===== src/rtl/pc_ctrl_pkg.sv =====
// rtl/pc_ctrl_pkg.sv - shared types for the fetch-stage next-PC sequencer
//
// Purpose: instruction-address bus type, sequencer state encoding, redirect
// priority encoding, the redirect descriptor struct and the default boot
// address define.
// Ports: none (package).

`ifndef CpuResetAddr
`define CpuResetAddr 32'h0000_0000
`endif

package pc_ctrl_pkg;

    localparam int InstAddrWidth = 32;

    typedef logic [InstAddrWidth-1:0] InstAddrBus;

    typedef enum logic [1:0] {
        BOOT = 2'd0,
        RUN  = 2'd1,
        PEND = 2'd2
    } pc_state_e;

    // PRIO_NONE only marks an empty descriptor; real requests rank 1..3.
    typedef enum logic [1:0] {
        PRIO_NONE = 2'd0,
        PRIO_BR   = 2'd1,
        PRIO_MRET = 2'd2,
        PRIO_TRAP = 2'd3
    } redir_prio_e;

    typedef struct packed {
        logic        vld;
        redir_prio_e prio;
        InstAddrBus  tgt;
    } redir_t;

    localparam redir_t RedirNone = '{vld: 1'b0, prio: PRIO_NONE, tgt: '0};

    // A new request replaces a parked one when it ranks equal or higher.
    function automatic logic redir_overrides(input redir_t new_r, input redir_t old_r);
        return new_r.vld && (!old_r.vld || (new_r.prio >= old_r.prio));
    endfunction

endpackage


===== src/rtl/pc_ctrl_redir_arb.sv =====
// rtl/pc_ctrl_redir_arb.sv - priority select of trap/mret/branch redirects
//
// Purpose: combinational pick of the highest-priority incoming redirect
// (trap > mret > branch) and the merge of that pick with the parked entry.
// Ports:
//   trap_req_i/trap_vec_i  trap request and vector
//   mret_req_i/mepc_i      mret request and return address
//   br_req_i/br_tgt_i      branch/jump request and target
//   pend_i                 currently parked redirect
//   req_o                  winning incoming request (vld=0 if none)
//   win_o                  req_o if it overrides pend_i, else pend_i

module pc_ctrl_redir_arb
    import pc_ctrl_pkg::*;
(
    input  logic       trap_req_i,
    input  InstAddrBus trap_vec_i,
    input  logic       mret_req_i,
    input  InstAddrBus mepc_i,
    input  logic       br_req_i,
    input  InstAddrBus br_tgt_i,
    input  redir_t     pend_i,
    output redir_t     req_o,
    output redir_t     win_o
);

    always_comb begin
        req_o = RedirNone;
        if (trap_req_i) begin
            req_o = '{vld: 1'b1, prio: PRIO_TRAP, tgt: trap_vec_i};
        end else if (mret_req_i) begin
            req_o = '{vld: 1'b1, prio: PRIO_MRET, tgt: mepc_i};
        end else if (br_req_i) begin
            req_o = '{vld: 1'b1, prio: PRIO_BR, tgt: br_tgt_i};
        end

        win_o = redir_overrides(req_o, pend_i) ? req_o : pend_i;
    end

endmodule


===== src/rtl/pc_ctrl.sv =====
// rtl/pc_ctrl.sv - next-PC sequencer driving the pc_reg control pair
//
// Purpose: arbitrates trap/mret/branch redirects, holds the PC during stalls
// or when imem is not ready, parks redirects that cannot be applied yet and
// generates the IF/ID flush.
// Ports:
//   clk, rst_n          clock, synchronous active-low reset
//   pc_cur_i            current PC from pc_reg
//   stall_i             hazard stall
//   imem_ready_i        imem accepts the fetch this cycle
//   br_req_i/br_tgt_i   branch/jump pulse and target
//   trap_req_i/trap_vec_i trap pulse and vector
//   mret_req_i/mepc_i   mret pulse and return address
//   ctrl_o              1 = pc_reg loads pc_next_o, 0 = pc_reg increments
//   pc_next_o           load value for pc_reg
//   fetch_valid_o       fetch request valid toward imem
//   flush_o             kill IF/ID contents

module pc_ctrl
    import pc_ctrl_pkg::*;
#(
    parameter InstAddrBus RESET_ADDR   = `CpuResetAddr,
    parameter int         FLUSH_CYCLES = 2
) (
    input  logic       clk,
    input  logic       rst_n,
    input  InstAddrBus pc_cur_i,
    input  logic       stall_i,
    input  logic       imem_ready_i,
    input  logic       br_req_i,
    input  InstAddrBus br_tgt_i,
    input  logic       trap_req_i,
    input  InstAddrBus trap_vec_i,
    input  logic       mret_req_i,
    input  InstAddrBus mepc_i,
    output logic       ctrl_o,
    output InstAddrBus pc_next_o,
    output logic       fetch_valid_o,
    output logic       flush_o
);

    // The apply cycle itself is one of the FLUSH_CYCLES flush cycles.
    localparam logic [2:0] FlushLoad = 3'(FLUSH_CYCLES - 1);

    pc_state_e  state_q, state_d;
    redir_t     pend_q, pend_d;
    logic [2:0] cnt_q, cnt_d;

    redir_t req;
    redir_t win;
    logic   adv;
    logic   ready_go;
    logic   apply;
    logic   hold_flush;

    pc_ctrl_redir_arb u_arb (
        .trap_req_i (trap_req_i),
        .trap_vec_i (trap_vec_i),
        .mret_req_i (mret_req_i),
        .mepc_i     (mepc_i),
        .br_req_i   (br_req_i),
        .br_tgt_i   (br_tgt_i),
        .pend_i     (pend_q),
        .req_o      (req),
        .win_o      (win)
    );

    assign ready_go = !stall_i && imem_ready_i;
    assign adv      = (state_q == RUN) && ready_go;

    always_comb begin
        state_d       = state_q;
        pend_d        = pend_q;
        cnt_d         = (cnt_q != 3'd0) ? (cnt_q - 3'd1) : 3'd0;
        ctrl_o        = 1'b1;
        pc_next_o     = pc_cur_i;
        fetch_valid_o = 1'b0;
        apply         = 1'b0;
        hold_flush    = 1'b0;

        case (state_q)
            BOOT: begin
                hold_flush = 1'b1;
                state_d    = RUN;
                // A pulse seen during BOOT would otherwise be lost.
                if (req.vld) begin
                    pend_d  = req;
                    state_d = PEND;
                end
            end

            RUN: begin
                fetch_valid_o = !stall_i;
                if (req.vld) begin
                    if (adv) begin
                        pc_next_o = req.tgt;
                        apply     = 1'b1;
                    end else begin
                        pend_d  = req;
                        state_d = PEND;
                    end
                end else if (adv) begin
                    ctrl_o = 1'b0;
                end
            end

            PEND: begin
                hold_flush = 1'b1;
                pend_d     = win;
                if (ready_go) begin
                    pc_next_o = win.tgt;
                    apply     = 1'b1;
                    pend_d    = RedirNone;
                    state_d   = RUN;
                end
            end

            default: begin
                state_d = BOOT;
                pend_d  = RedirNone;
            end
        endcase

        if (apply) begin
            cnt_d = FlushLoad;
        end

        flush_o = apply || hold_flush || (cnt_q != 3'd0);

        if (!rst_n) begin
            ctrl_o        = 1'b1;
            pc_next_o     = RESET_ADDR;
            fetch_valid_o = 1'b0;
            flush_o       = 1'b1;
            state_d       = BOOT;
            pend_d        = RedirNone;
            cnt_d         = 3'd0;
        end
    end

    always_ff @(posedge clk) begin
        state_q <= state_d;
        pend_q  <= pend_d;
        cnt_q   <= cnt_d;
    end

endmodule


===== config.mk =====
export PLATFORM = sky130hd
export DESIGN_NAME = pc_ctrl
export DESIGN_NICKNAME = d
export VERILOG_FILES = /design/src/rtl/pc_ctrl_pkg.sv /design/src/rtl/pc_ctrl_redir_arb.sv /design/src/rtl/pc_ctrl.sv
export SDC_FILE = /design/constraint.sdc
export NUM_CORES = 1
export LEC_CHECK = 0
export ABC_AREA = 1
export CAP_MARGIN = 20
export CORE_ASPECT_RATIO = 1.1
export CORE_MARGIN = 1.5
export CORE_UTILIZATION = 47
export CTS_CLUSTER_SIZE = 30
export DETAILED_ROUTE_END_ITERATION = 12
export PLACE_DENSITY = 0.8
export SYNTH_ARGS = -nofsm -noshare
export SYNTH_HDL_FRONTEND = slang
export SYNTH_SLANG_ARGS = --single-unit

===== constraint.sdc =====
create_clock -name clk -period 3.45 [get_ports clk]
set_clock_uncertainty 0.1 [all_clocks]
set_input_delay 0.69 -clock clk [delete_from_list [all_inputs] [get_ports clk]]
set_output_delay 0.69 -clock clk [all_outputs]
set_load 0.02 [all_outputs]

==> impl_metrics.ini <==
[outcome]
outcome = finished clean

[finish]
finalNetCount = 1269
fin_util = 0.694
num_antenna_cells = 0
area_delta_synth_final_pct = 45.1
drive_gt1_frac = 0.137
fillers = 959
layout.cells.most_common = nand2_1
final_cell_mix = nand2_1 (366), a21oi_1 (136), clkdlybuf4s50_1 (133), nand3_1 (131), inv_1 (78)

[yosys]
yosysSeqAreaShare = 0.163
synth_cell_types = 26
synth_area_sq_um = 4920
synth_seq_cells = 40
synthCells = 955
synth_top_area_share = 0.281
ys.warnings.count = 0
postSynthAreaPerCell_sq_um = 5.16
synth_top_area_cell = nand2_1
syn_nets = 1098
yosys-top-cells-area = nand2_1 (28%), dfxtp_1 (16%), a21oi_1 (14%)

[sta]
rsz0062_at_grt = false
layout_setup_ws_ns = 0.157
relSlewSlack = 0.432
setup_viol = 0
fin_crit_ns = 3.29
tightest_slew_ns = 0.851
hold_viol = 0
tns_ns = 0
post-route-period-util = 0.955
fmax_ghz = 0.304
slew_viol_final = 0

[floorplanning]
start_util = 0.478
io_pins = 170
core_area_sq_um = 10300
die_h_um = 110
dieWidth_um = 101
die_area_sq_um = 11100
rows = 39

[worst_setup_path]
r2r_slack_ns = 1.09
cpMaxStageDelayCell = clkdlybuf4s50_1
arrival_ns = 2.50
worstSetupPathType = input pin to output pin
r2r_end = pend_q[20]
crit_path_max_incr_delay_ns = 0.43
path_common_cell = nand2_1
ff2ff_path_depth = 9
cp-start-kind = input pin
worst-path-buf-inv = 5
worstPathRequired_ns = 2.66
path_cells = clkdlybuf4s50_1, inv_1, nand2_1, nor2_4, nand2_2, inv_2, buf_4, nand2_1, a21oi_1, nand2_1, nand2_1, nor2_1, clkdlybuf4s15_2
crit_fanout = 9
end_kind = output pin
r2r_start = state_q[1]
cp_top_family = buffers and inverters

[route]
first_pass_iters = 6
routed-via-count = 6692
drt_iter0_drc = 384
drc = 0
drtAntennaViolNets = 0
wl_per_cell_um = 14.4
drt-total-wl_mm = 18.3
viasPerCell = 5.27

[pwr]
fin_total_pwr_uw = 4780
peakVddDrop_mv = 0.528
p_leak_uw = 0.00340
power_density_nw_per_um2 = 670

[worst_hold_path]
min-delay-start = pend_q[0]
whs_path_depth = 2
hp-class = flop to flop
hold_end = pend_q[0]

[clocking]
numCtsBuffers = 5
clkTransAtPathRegs_ns = 0.06
clock_sinks = 40
cts_max_path_buffers = 2
cts_root_buffer = clkbuf_16
htreeDepth = 2
cts_tree = built
postCtsHoldBufs = 0
clk_latency_ns = 0.29

[grt]
antenna_found_initial = 0
grt_max_degree = 36
grt_pass1_wl_mm = 27.6
grt_util_all_layers = 0.315
grt_pass1_vias = 5905
gr-total-overflow = 0

[placed_design]
place_ws_ns = -0.565
io_buffers = 169
place_hpwl_mm = 12.8
gp_congestion = 0.882

[job]
maxCapViolCount = 0
==> per-stage QoR <==
| stage | cells | cell area (sq um) | hold slack (ns) |
|---|---|---|---|
| final | 1270 | 7150 | 0.364 |
| after CTS | 1267 | 7200 | 0.365 |
| after detailed placement | 1257 | 7010 | 0.355 |
| after global placement | 1257 | 7010 | 0.352 |
| after global routing | 1270 | 7150 | 0.377 |
| after floorplan | 955 | 4920 | 0.344 |
==> worst register-to-register path, delay by kind of cell (launching register included) <==
family / cells / cell delay (ns)
AOI/OAI and AO/OA: 1 / 0.15
adders and majority gates: 1 / 0.27
buffers and inverters: 3 / 1.11
DFF: 1 / 0.34
and+or+nand+nor: 4 / 0.32
==> registers in the layout, summed over array words and instances (netlist names) <==
register / count
cnt_q: 3
pend_q: 35
state_q: 2
==> per-layer routing <==
layer / up-vias / track usage / share of wire
met2: 308 / 0.568 / 0.49
met5: - / 0 / 0
met4: 0 / 0.132 / 0.032
met3: 54 / 0.0448 / 0.083
met1: 2939 / 0.374 / 0.40
li1: 3391 / - / -
==> power by group <==
group	switching, uW	total, uW	internal (uW)
registers	97.0	744	647
logic	2230	3580	1350
clock network	187	457	270
==> timing repair <==
action,4_1_cts,5_1_grt
cloned,0,2
pin swaps,0,4
resized for setup,90,49
buffers inserted,2,1
endpoints found under the setup margin,33,32
==> worst max-delay path by stage <==
stage / from / endpoint / depth (start not counted)
6_report: stall_i / pc_next_o[30] / 13
5_1_grt: stall_i / pc_next_o[23] / 13
4_1_cts: mret_req_i / pc_next_o[20] / 16
3_5_place_dp: mret_req_i / pc_next_o[4] / 16
3_3_place_gp: mret_req_i / pc_next_o[23] / 16
2_1_floorplan: br_req_i / pc_next_o[10] / 15
==> cell usage after synthesis (all sizes together) <==
cell type,instances
or2,32
xnor2,1
ha,8
nor3,2
inv,83
nand3,133
nand3b,1
nor2,43
nand2,372
o21ai,35
clkinv,1
clkbuf,32
dfxtp,40
a21oi,140
buf,32
==> logic make-up after synthesis <==
| kind of cell | Yosys count | share of synthesized area |
|---|---|---|
| AND/OR/NAND/NOR | 583 | 0.506 |
| AO/OA/AOI/OAI | 175 | 0.182 |
| buffers and inverters | 148 | 0.127 |
| flip-flops | 40 | 0.163 |
| adder cells (fa/ha/maj) | 8 | 0.0203 |
| XOR/XNOR | 1 | 0.00178 |
==> final cells by class <==
class	instances	area, sq um	area share
multi-input combinational	767	3530	0.494
timing repair buffer	228	2180	0.305
sequential	40	801	0.112
inverter	84	315	0.0441
tap	143	179	0.0250
clock buffer	7	133	0.0186
clock inverter	1	8.76	0.00123
Note: power is estimated with default switching activity, not from simulation.
